File: src/rtl/host_rr_arbiter.sv
// Round-robin arbiter funnelling NrHosts bus hosts onto one device port, one transaction outstanding.
// Grant and response are combinational; losers keep requesting while a transaction is outstanding.
module host_rr_arbiter #(
    parameter int unsigned NrHosts      = 2,
    parameter int unsigned DataWidth    = 32,
    parameter int unsigned AddressWidth = 32,
    parameter int unsigned RspTimeout   = 15
) (
    input  logic                      clk_i,
    input  logic                      rst_ni,

    input  logic                      host_req_i    [NrHosts],
    input  logic                      host_we_i     [NrHosts],
    input  logic [AddressWidth-1:0]   host_addr_i   [NrHosts],
    input  logic [DataWidth/8-1:0]    host_be_i     [NrHosts],
    input  logic [DataWidth-1:0]      host_wdata_i  [NrHosts],
    output logic                      host_gnt_o    [NrHosts],
    output logic                      host_rvalid_o [NrHosts],
    output logic                      host_err_o    [NrHosts],
    output logic [DataWidth-1:0]      host_rdata_o  [NrHosts],

    output logic                      device_req_o,
    output logic                      device_we_o,
    output logic [AddressWidth-1:0]   device_addr_o,
    output logic [DataWidth/8-1:0]    device_be_o,
    output logic [DataWidth-1:0]      device_wdata_o,
    input  logic                      device_rvalid_i,
    input  logic                      device_err_i,
    input  logic [DataWidth-1:0]      device_rdata_i
);

    localparam int unsigned PtrW = (NrHosts > 1) ? $clog2(NrHosts) : 1;
    localparam int unsigned CntW = (RspTimeout > 0) ? $clog2(RspTimeout + 1) : 1;
    localparam logic [CntW-1:0] CntMax   = (RspTimeout > 0) ? CntW'(RspTimeout - 1) : '0;
    localparam logic [PtrW-1:0] LastHost = PtrW'(NrHosts - 1);

    typedef enum logic {
        StIdle,
        StWait
    } state_e;

    state_e          state_q, state_d;
    logic [PtrW-1:0] ptr_q, ptr_d;
    logic [PtrW-1:0] owner_q, owner_d;
    logic [CntW-1:0] cnt_q, cnt_d;

    logic [PtrW-1:0] winner, winner_hi, winner_lo;
    logic            found_hi, found_lo, found;
    logic            timeout, rsp_done, grant;

    // Lowest requester at or above ptr wins; otherwise wrap to the lowest requester overall.
    always_comb begin
        winner_hi = '0;
        winner_lo = '0;
        found_hi  = 1'b0;
        found_lo  = 1'b0;
        for (int j = int'(NrHosts) - 1; j >= 0; j--) begin
            if (host_req_i[j]) begin
                winner_lo = PtrW'(j);
                found_lo  = 1'b1;
                if (PtrW'(j) >= ptr_q) begin
                    winner_hi = PtrW'(j);
                    found_hi  = 1'b1;
                end
            end
        end
        winner = found_hi ? winner_hi : winner_lo;
        found  = found_lo;
    end

    assign timeout  = (RspTimeout != 0) && (state_q == StWait) && !device_rvalid_i &&
                      (cnt_q == CntMax);
    assign rsp_done = (state_q == StWait) && (device_rvalid_i || timeout);
    // Gated by rst_ni so nothing leaks out combinationally while reset is held.
    assign grant    = rst_ni && found && ((state_q == StIdle) || rsp_done);

    always_comb begin
        state_d = state_q;
        ptr_d   = ptr_q;
        owner_d = owner_q;
        cnt_d   = cnt_q;
        if (grant) begin
            state_d = StWait;
            owner_d = winner;
            ptr_d   = (winner == LastHost) ? '0 : winner + 1'b1;
            cnt_d   = '0;
        end else if (rsp_done) begin
            state_d = StIdle;
            cnt_d   = '0;
        end else if ((state_q == StWait) && (RspTimeout != 0)) begin
            cnt_d = cnt_q + 1'b1;
        end
    end

    always_ff @(posedge clk_i or negedge rst_ni) begin
        if (!rst_ni) begin
            state_q <= StIdle;
            ptr_q   <= '0;
            owner_q <= '0;
            cnt_q   <= '0;
        end else begin
            state_q <= state_d;
            ptr_q   <= ptr_d;
            owner_q <= owner_d;
            cnt_q   <= cnt_d;
        end
    end

    always_comb begin
        device_req_o   = grant;
        device_we_o    = 1'b0;
        device_addr_o  = '0;
        device_be_o    = '0;
        device_wdata_o = '0;
        for (int i = 0; i < int'(NrHosts); i++) begin
            host_gnt_o[i] = grant && (winner == PtrW'(i));
            if (host_gnt_o[i]) begin
                device_we_o    = host_we_i[i];
                device_addr_o  = host_addr_i[i];
                device_be_o    = host_be_i[i];
                device_wdata_o = host_wdata_i[i];
            end
        end
    end

    // A timed-out response reports an error with zero data; a real response passes through.
    always_comb begin
        for (int i = 0; i < int'(NrHosts); i++) begin
            host_rvalid_o[i] = rsp_done && (owner_q == PtrW'(i));
            host_err_o[i]    = 1'b0;
            host_rdata_o[i]  = '0;
            if (host_rvalid_o[i]) begin
                host_err_o[i]   = device_rvalid_i ? device_err_i : 1'b1;
                host_rdata_o[i] = device_rvalid_i ? device_rdata_i : '0;
            end
        end
    end

endmodule

File: config.mk
export PLATFORM = sky130hd
export DESIGN_NAME = host_rr_arbiter
export DESIGN_NICKNAME = d
export VERILOG_FILES = /design/src/rtl/host_rr_arbiter.sv
export SDC_FILE = /design/constraint.sdc
export NUM_CORES = 1
export LEC_CHECK = 0
export BUFFER_PORTS_ARGS = -buffer_cell sky130_fd_sc_hd__buf_2
export CAP_MARGIN = 10
export CORE_AREA = 3 3 122 124
export CTS_CLUSTER_SIZE = 40
export DETAILED_ROUTE_END_ITERATION = 8
export DIE_AREA = 0 0 125 127
export REMOVE_ABC_BUFFERS = 1
export SYNTH_ARGS = -nofsm -noshare
export SYNTH_HDL_FRONTEND = slang
export SYNTH_SLANG_ARGS = --single-unit
export TNS_END_PERCENT = 100
File: constraint.sdc
create_clock -name clk_i -period 3.91 [get_ports clk_i]
set_input_delay 0.1955 -clock clk_i [delete_from_list [all_inputs] [get_ports clk_i]]
set_output_delay 0.1955 -clock clk_i [all_outputs]
set_load 0.02 [all_outputs]
==> summary.md, run 1 <==
| Metric | Value |
|---|---|
| Setup slack, reg-to-reg | 1.92 ns |
| Number of port buffers | 315 |
| F_max | 0.417 GHz |
| Final worst setup slack | 1.51 ns |
| Share of cells above drive strength 1 | 51.6% |
| Via/cell ratio | 4.51 |
| Total chip power | 844 uW |
| Worst Path Arrival | 2.20 ns |
| Max-slew violations | 0 |
| Status | complete, no violations |
| Mapped Cells | 363 |
| Post-route cell area | 3990 um2 |
| Ports | 316 |
| Crit-path cells | and2b_4 -> buf_4 -> o21ai_0 -> a21oi_1 -> buf_2 |
| Die Width | 125 um |
| Setup TNS | 0 ns |
| Hold Fails Final Rpt | 0 |
| Synth Area per Inst | 6.33 um2 |
| Post-synthesis cell type count | 30 |
| CTS Buf Count | 3 |
| CTS sink cnt | 7 |
| Post-Place Worst Slack | 1.65 ns |
| Crit-path max FO | 69 |
| Placed Area | 3910 um2 |
| Clk_lat worst skew | 0.23 ns |
| DIE AREA | 15,900 um2 |
| Pin count of the biggest net entering global routing | 72 |
| DR DRC count | 0 |
| Crit-path max cell delay | 0.67 ns |
| Critical Path Source Type | register |
| Leakage power | 2.21 nW |
| Synth Warn # | 0 |
| RSZ-0062 raised after global routing | false |
| VDD IR-drop max | 0.131 mV |
| Clock buffer depth | 2 |
| Cell area after synthesis | 2300 um2 |
| Data required, critical path | 3.71 ns |
| CP Capture Type | output port |
| Synth area leaders | nand3b_1 (23%), and2_1 (17%), a21oi_1 (15%) |
| Overflow left after global routing | 0 |
| Final Net Count | 824 |
| Max Cap Viol | 0 |
| Antenna Nets Post-Route | 0 |
| Max-slew headroom | 33.8% |
| DIE HEIGHT | 127 um |
| Fin cells | 825 |
| Vias in the first global route | 3,522 |
| Largest area contributor in the netlist | nand3b_1 |
| Worst hold path type | in2async |
| Crit path max-delay cell type | and2b_4 |
| H-tree levels | 1 |
| Placeable Area | 13,900 um2 |
| Root buffer selected by CTS | clkbuf_16 |
| Placed wire-length estimate | 10.1 mm |
| Antenna violations before repair | 0 |
| GP Congestion | 0.848 |
| Placement Rows | 43 |
| PD cells | 211 nW/um2 |
| DRT Pass-1 Iters | 4 |
| Worst-path clk slew | 0.04 ns |
| Antenna diodes | 0 |
| Cells after DPL | 820 |
| Initial core utilization | 16.5% |
| Via Count | 3,724 |
| Tightest Pin Transition | 0.992 ns |
| Flop and latch count out of synthesis | 7 |
| Yosys top cell area share | 22.5% |
| CP Class | reg2out |
| Global-route wire length before repair | 18.6 mm |
| Routed WL per cell | 15.4 um |
| Tmin final | 2.40 ns |
| CTS resizes | 0 |
| Area growth from synthesis to layout | 73.9% |
| CTS tree | built |
| Setup violators final | 0 |
| Final WL | 12.7 mm |
| Register area share after synthesis | 7.63% |
| Clock Skews | 0.000734 ns |
| Initial DRC Count | 138 |
| Crit share post-route | 61.4% |
| Total GRT Usage | 14.3% |
-- sequential cells by signal, indices dropped and copies added (netlist names) --
name and flops:
ptr_q 1, state_q 1, cnt_q 4, owner_q 1
-- routing by layer --
| metal | GRT usage [%] | routed length [um] |
|---|---|---|
| met5 | 0 | 0 |
| met4 | 1.98 | 112 |
| met3 | 2.47 | 1080 |
| met2 | 28.7 | 6900 |
| met1 | 15.9 | 4660 |
-- synth_stat cells, drive strengths merged --
master and count:
a21o 2, ha 2, nand3 1, o32ai 1, buf 15, nand2b 3
and2 64, nand2 1, nor3 2, and2b 1, inv 4, a21oi 69
mux2i 1, dfrtp 7, or2 1, nor2 12, nor3b 2, and3 1
clkbuf 30, nand3b 69, a311o 1, mux2 3, o21a 1, o21ai 70
-- cells in the final DEF (no fill, tap or decap) --
cell,n
mux2_4,1
and2b_4,1
o32ai_1,1
buf_2,315
and2_1,64
and3_1,1
dlygate4sd3_1,1
a21o_1,2
nor2_1,12
mux2_2,2
nand2_1,1
buf_4,7
a21oi_1,69
a311o_1,1
clkbuf_1,1
or2_2,1
inv_1,3
o21ai_0,69
nand2b_1,3
dfrtp_1,7
nor3_1,2
nand3_1,1
o21ai_4,1
nand3b_1,69
clkbuf_16,3
inv_2,1
mux2i_1,1
o21a_2,1
nor3b_1,2
ha_1,2
-- layout make-up --
cell class | count | area [um2]
Clock buffer | 4 | 78.8
Fill cell | 1574 | 9890
Inverter | 4 | 15.0
Multi-Input combinational cell | 307 | 1860
Sequential cell | 7 | 175
Tap cell | 180 | 225
Timing Repair Buffer | 323 | 1640
-- logic make-up (layout without fill, tap and decap cells) --
family,count (synthesis),count (layout),synth area share (%)
buffers and inverters,49,331,11.4
DFF,7,7,7.63
adders and majority gates,2,2,1.09
and+or+nand+nor,157,157,45.2
AOI/OAI and AO/OA,144,144,32.6
muxes,4,4,2.07
-- worst paths after layout --
| kind | from | to | cells past startpoint |
|---|---|---|---|
| worst max-delay path | ptr_q | device_addr_o[14] | 5 |
| min in group clk_i | host_req_i[1] | state_q | 3 |
| worst min-delay path | rst_ni | cnt_q[0] | 2 |
| max in group asynchronous | rst_ni | cnt_q[1] | 2 |
| worst max register to register | cnt_q[0] | owner_q | 6 |
| worst min register to register | ptr_q | ptr_q | 1 |
-- power breakdown --
part | switching (mW) | leakage [nW] | internal (mW)
logic | 0.345 | 2.08 | 0.233
registers | 0.00786 | 0.0889 | 0.0816
clock network | 0.0412 | 0.0382 | 0.136
-- stage by stage --
stage | util [%] | hold slack (ns)
floorplan | - | -0.100
global placement | 28.1 | 0.0450
detailed placement | 28.1 | 0.0463
CTS | 28.8 | 0.335
global route | 28.8 | 0.362
finish | 28.8 | 0.343
-- what timing repair did --
| action | CTS | global route |
|---|---|---|
| hold endpoints to repair | 7 | 0 |
| setup buffers | 0 | 0 |
| setup endpoints to repair | 0 | 0 |
| hold buffers | 1 | 0 |
-- critical path: cells and delay by family, from the launching register on --
| family | cells | cell delay [ns] |
|---|---|---|
| AO/OA/AOI/OAI | 2 | 0.32 |
| buffers and inverters | 2 | 0.58 |
| flip-flops | 1 | 0.37 |
| AND/OR/NAND/NOR | 1 | 0.67 |
Power figures use the tool's default switching activity.
==> run 2, diff against run 1 <==
==> constraint.sdc (replaced) <==
create_clock -name clk_i -period 2.4 [get_ports clk_i]
set_input_delay 0.12 -clock clk_i [delete_from_list [all_inputs] [get_ports clk_i]]
set_output_delay 0.12 -clock clk_i [all_outputs]
set_load 0.02 [all_outputs]
==> run 2 against run 1 <==
Register-to-register slack lost 1.3 ns; critical endpoint is now device_wdata_o[1]; total power grew 63%; core utilization grew 0.36 points; clock power grew 58%; setup slack lost 1.2 ns; sequential share of layout area shrank 0.054 points.
==> summary.md, run 2 (synthesis results as in run 1) <==
| Metric | Value |
|---|---|
| Max-slew violations | 0 |
| VDD IR-drop max | 0.141 mV |
| Commonest non-fill, non-tap cell in the layout | buf_2 |
| Setup TNS | 0 ns |
| Status | complete, no violations |
| H-tree levels | 1 |
| Clock Skews | 0.000561 ns |
| Hold Fails Final Rpt | 0 |
| Fin cells | 829 |
| DRT Pass-1 Iters | 5 |
| Initial DRC Count | 162 |
| DIE AREA | 15,900 um2 |
| Fill cells | 1,572 |
| CTS Buf Count | 3 |
| Data required, critical path | 2.28 ns |
| Crit-path max FO | 30 |
| Routed WL per cell | 15.9 um |
| CP Class | reg2out |
| Multi-input gate area | 1860 um2 |
| Tightest Pin Transition | 0.525 ns |
| Placeable Area | 13,900 um2 |
| Worst Path Arrival | 1.95 ns |
| CTS tree | built |
| CP Launch Point | cnt_q[0] |
| Max reg flops | 4 |
| Initial core utilization | 16.5% |
| Final WL | 13.2 mm |
| Clock buffer depth | 2 |
| Worst-path clk slew | 0.04 ns |
| Antenna violations before repair | 1 |
| Antenna Nets Post-Route | 0 |
| CP Capture Type | output port |
| Global-route wire length before repair | 19.4 mm |
| Final worst setup slack | 0.334 ns |
| Max-slew headroom | 65.0% |
| Biggest register | cnt_q |
| Placed wire-length estimate | 10.8 mm |
| Pin count of the biggest net entering global routing | 73 |
| Die Width | 125 um |
| Clk_lat worst skew | 0.23 ns |
| Tmin final | 2.07 ns |
| Commonest cells after routing, fill and taps aside | buf_2 (315), nand3b_1 (69), o21ai_0 (69), a21oi_1 (69), and2_1 (64) |
| FF/Latch Area | 175 um2 |
| Post-Place Worst Slack | 0.585 ns |
| Overflow left after global routing | 0 |
| Number of port buffers | 315 |
| GP Congestion | 0.812 |
| Crit share post-route | 86.1% |
| Area growth from synthesis to layout | 76.0% |
| Final Net Count | 827 |
| Max Cap Viol | 0 |
| F_max | 0.484 GHz |
| Share of cells above drive strength 1 | 51.9% |
| Ports | 316 |
| Total GRT Usage | 15.0% |
| CTS sink cnt | 7 |
| Root buffer selected by CTS | clkbuf_16 |
| Critical Path Source Type | register |
| Worst hold path type | in2async |
| Vias in the first global route | 3,555 |
| DIE HEIGHT | 127 um |
| Placement Rows | 43 |
| RSZ-0062 raised after global routing | false |
| Via Count | 3,790 |
| Via/cell ratio | 4.57 |
| PD cells | 341 nW/um2 |
| Critical R2R Launch | cnt_q[0] |
| Cells after DPL | 823 |
| Leakage power | 2.23 nW |
| Setup violators final | 0 |
| DR DRC count | 0 |
-- run 2: cell types whose count changed in the layout (fill, tap and decap cells not counted), sizes merged --
cell   previous run  this run
diode             0         1
buf             322       325
-- run 2: worst paths after layout --
path / to / slack (ns) / cells after the start
worst max-delay path: device_wdata_o[1] / 0.33 / 7
worst min-delay path: cnt_q[2] / 0.27 / 2
worst max register to register: owner_q / 0.59 / 6
worst min register to register: ptr_q / 0.50 / 1
max in group asynchronous: ptr_q / 1.96 / 2
min in group clk_i: state_q / 0.36 / 3
-- run 2: where the power goes --
group	leakage [nW]	total (mW)	internal, mW	switching (mW)
Clock	0.0382	0.280	0.221	0.0596
Combinational	2.11	0.954	0.391	0.562
Sequential	0.0889	0.145	0.133	0.0125
Total	2.23	1.38	0.745	0.634
-- run 2: critical path: stages (launching register included) --
cell	delay, ns
dfrtp_1	0.38
inv_1	0.06
ha_1	0.18
and3_1	0.27
o21ai_4	0.21
buf_4	0.34
a21oi_1	0.09
buf_2	0.18
-- run 2: layer usage --
layer	track usage (%)	vias to the layer above	wire length, um
met4	3.00	0	116
met5	0	-	0
met3	2.22	4	1090
met1	17.0	1714	4900
li1	-	1846	-
met2	29.5	226	7080
-- run 2: per-stage QoR --
step	utilization (%)	hold WS, ns	cell area [um2]	total power, mW
4_1_cts	29.1	0.262	4040	1.40
2_1_floorplan	-	-0.176	2050	0.673
3_3_place_gp	28.5	-0.0264	3950	1.11
5_1_grt	29.1	0.311	4040	1.49
3_5_place_dp	28.5	-0.0282	3950	1.10
6_report	29.1	0.270	4040	1.38
-- run 2: timing repair --
action | in CTS | in global routing
hold buffers | 1 | 0
setup buffers | 0 | 0
hold endpoints to repair | 7 | 0
resized for setup | 0 | 0
-- run 2: layout make-up --
| cell class | count | share of cell area, % |
|---|---|---|
| diodes | 1 | 0.0619 |
| clock buffers | 4 | 1.95 |
| inverters | 4 | 0.371 |
| multi-input cells | 307 | 46.0 |
| flip-flops and latches | 7 | 4.33 |
| well taps | 180 | 5.57 |
| repair buffers | 326 | 41.7 |
==> run 3, diff against run 2 <==
--- a/config.mk
+++ b/config.mk
@@ -8,6 +8,7 @@
 export BUFFER_PORTS_ARGS = -buffer_cell sky130_fd_sc_hd__buf_2
 export CAP_MARGIN = 10
 export CORE_AREA = 3 3 122 124
+export CTS_BUF_LIST = sky130_fd_sc_hd__clkbuf_8
 export CTS_CLUSTER_SIZE = 40
 export DETAILED_ROUTE_END_ITERATION = 8
 export DIE_AREA = 0 0 125 127
==> run 3 against run 2 <==
Clock-buffer cell count down 1; cell count unchanged; combinational power about the same; critical path depth unchanged; clock power down 44%; worst hold slack better by 0.0052 ns; clock skew up 0.0016 ns; critical path type unchanged; critical endpoint unchanged; wire length down 0.23%.
==> summary.md, run 3 (synthesis results as in run 1) <==
| Metric | Value |
|---|---|
| Die Width | 125 um |
| Biggest register | cnt_q |
| Pin count of the biggest net entering global routing | 73 |
| CTS Buf Count | 3 |
| Placed wire-length estimate | 10.8 mm |
| Overflow left after global routing | 0 |
| Placement Rows | 43 |
| CTS tree | built |
| DIE HEIGHT | 127 um |
| Layout Utilization | 28.9% |
| Clock Skews | 0.00217 ns |
| CTS resizes | 0 |
| Cells after DPL | 823 |
| Share of cells above drive strength 1 | 51.9% |
| Setup violators final | 0 |
| Commonest non-fill, non-tap cell in the layout | buf_2 |
| Crit-path max FO | 30 |
| Number of port buffers | 315 |
| Max-slew violations | 0 |
| Routed WL per cell | 15.9 um |
| Commonest cells after routing, fill and taps aside | buf_2 (315), nand3b_1 (69), o21ai_0 (69), a21oi_1 (69), and2_1 (64) |
| Total GRT Usage | 15.0% |
| Area growth from synthesis to layout | 74.6% |
| Clock buffer depth | 2 |
| Initial DRC Count | 156 |
| Status | complete, no violations |
| Post-CTS setup buffer count | 0 |
| Global-route wire length before repair | 19.4 mm |
| Initial core utilization | 16.5% |
| Worst Path Arrival | 1.94 ns |
| Data required, critical path | 2.28 ns |
| Final worst setup slack | 0.340 ns |
| DIE AREA | 15,900 um2 |
| Worst hold path type | in2async |
| Antenna Nets Post-Route | 0 |
| DR DRC count | 0 |
| Placeable Area | 13,900 um2 |
| Final WL | 13.2 mm |
| Post-Place Worst Slack | 0.585 ns |
| Via/cell ratio | 4.58 |
| Fin cells | 829 |
| H-tree levels | 1 |
| Antenna violations before repair | 1 |
| Hold Fails Final Rpt | 0 |
| CP Class | reg2out |
| Critical Path Source Type | register |
| Worst-path clk slew | 0.04 ns |
| CTS sink cnt | 7 |
| DRT Pass-1 Iters | 4 |
| Max Cap Viol | 0 |
| Via Count | 3,796 |
| Crit share post-route | 85.8% |
| PD cells | 313 nW/um2 |
| Vias in the first global route | 3,560 |
| Ports | 316 |
| R2r worst-path depth | 6 |
| CP Capture Type | output port |
| VDD IR-drop max | 0.133 mV |
| Root buffer selected by CTS | clkbuf_8 |
| Max reg flops | 4 |
| Hold buffers post-CTS | 1 |
| Leakage power | 2.22 nW |
| Final Net Count | 827 |
| Tightest Pin Transition | 0.523 ns |
| Max-slew headroom | 65.2% |
| F_max | 0.485 GHz |
| GP Congestion | 0.812 |
| RSZ-0062 raised after global routing | false |
| Clk_lat worst skew | 0.22 ns |
| Tmin final | 2.06 ns |
| Setup TNS | 0 ns |
## run 3: area by class of cell
| cell class | count | area [um2] |
|---|---|---|
| inverter | 4 | 15.0 |
| timing repair buffer | 326 | 1690 |
| clock buffer | 3 | 41.3 |
| sequential | 7 | 175 |
| antenna | 1 | 2.50 |
| fill | 1580 | 9870 |
| clock inverter | 1 | 3.75 |
| tap | 180 | 225 |
| multi-input combinational | 307 | 1860 |
## run 3: worst paths after layout
kind / start / endpoint / slack (ns)
hold reg to reg: ptr_q / ptr_q / 0.50
setup / recovery: cnt_q[0] / device_wdata_o[1] / 0.34
hold / removal: rst_ni / cnt_q[2] / 0.28
setup reg to reg: cnt_q[0] / owner_q / 0.58
max in group asynchronous: rst_ni / ptr_q / 1.95
min in group clk_i: host_req_i[1] / state_q / 0.36
## run 3: critical path: stages, from the launching register on
cell and delay, ns:
dfrtp_1 0.38, inv_1 0.06, ha_1 0.18, and3_1 0.27, o21ai_4 0.21, buf_4 0.34, a21oi_1 0.09, buf_2 0.18
## run 3: stage by stage
stage	hold slack [ns]	area, um2	power [mW]
2_1_floorplan	-0.176	2050	0.673
3_3_place_gp	-0.0264	3950	1.11
3_5_place_dp	-0.0282	3950	1.10
4_1_cts	0.266	4010	1.27
5_1_grt	0.315	4010	1.36
6_report	0.275	4010	1.25
## run 3: where the power goes
group	switching, mW	internal, mW	total (mW)	leakage, nW
Clock	0.0459	0.110	0.156	0.0269
Combinational	0.562	0.391	0.953	2.11
Sequential	0.0124	0.133	0.145	0.0889
Total	0.620	0.634	1.25	2.22
## run 3: metal layers
| metal | global-route usage, % | part of all wire [%] | vias up | wire length, um |
|---|---|---|---|---|
| li1 | - | - | 1844 | - |
| met1 | 17.1 | 37 | 1708 | 4820 |
| met2 | 29.5 | 54 | 240 | 7070 |
| met3 | 2.22 | 8.7 | 4 | 1150 |
| met4 | 2.81 | 0.88 | 0 | 116 |
| met5 | 0 | 0 | - | 0 |
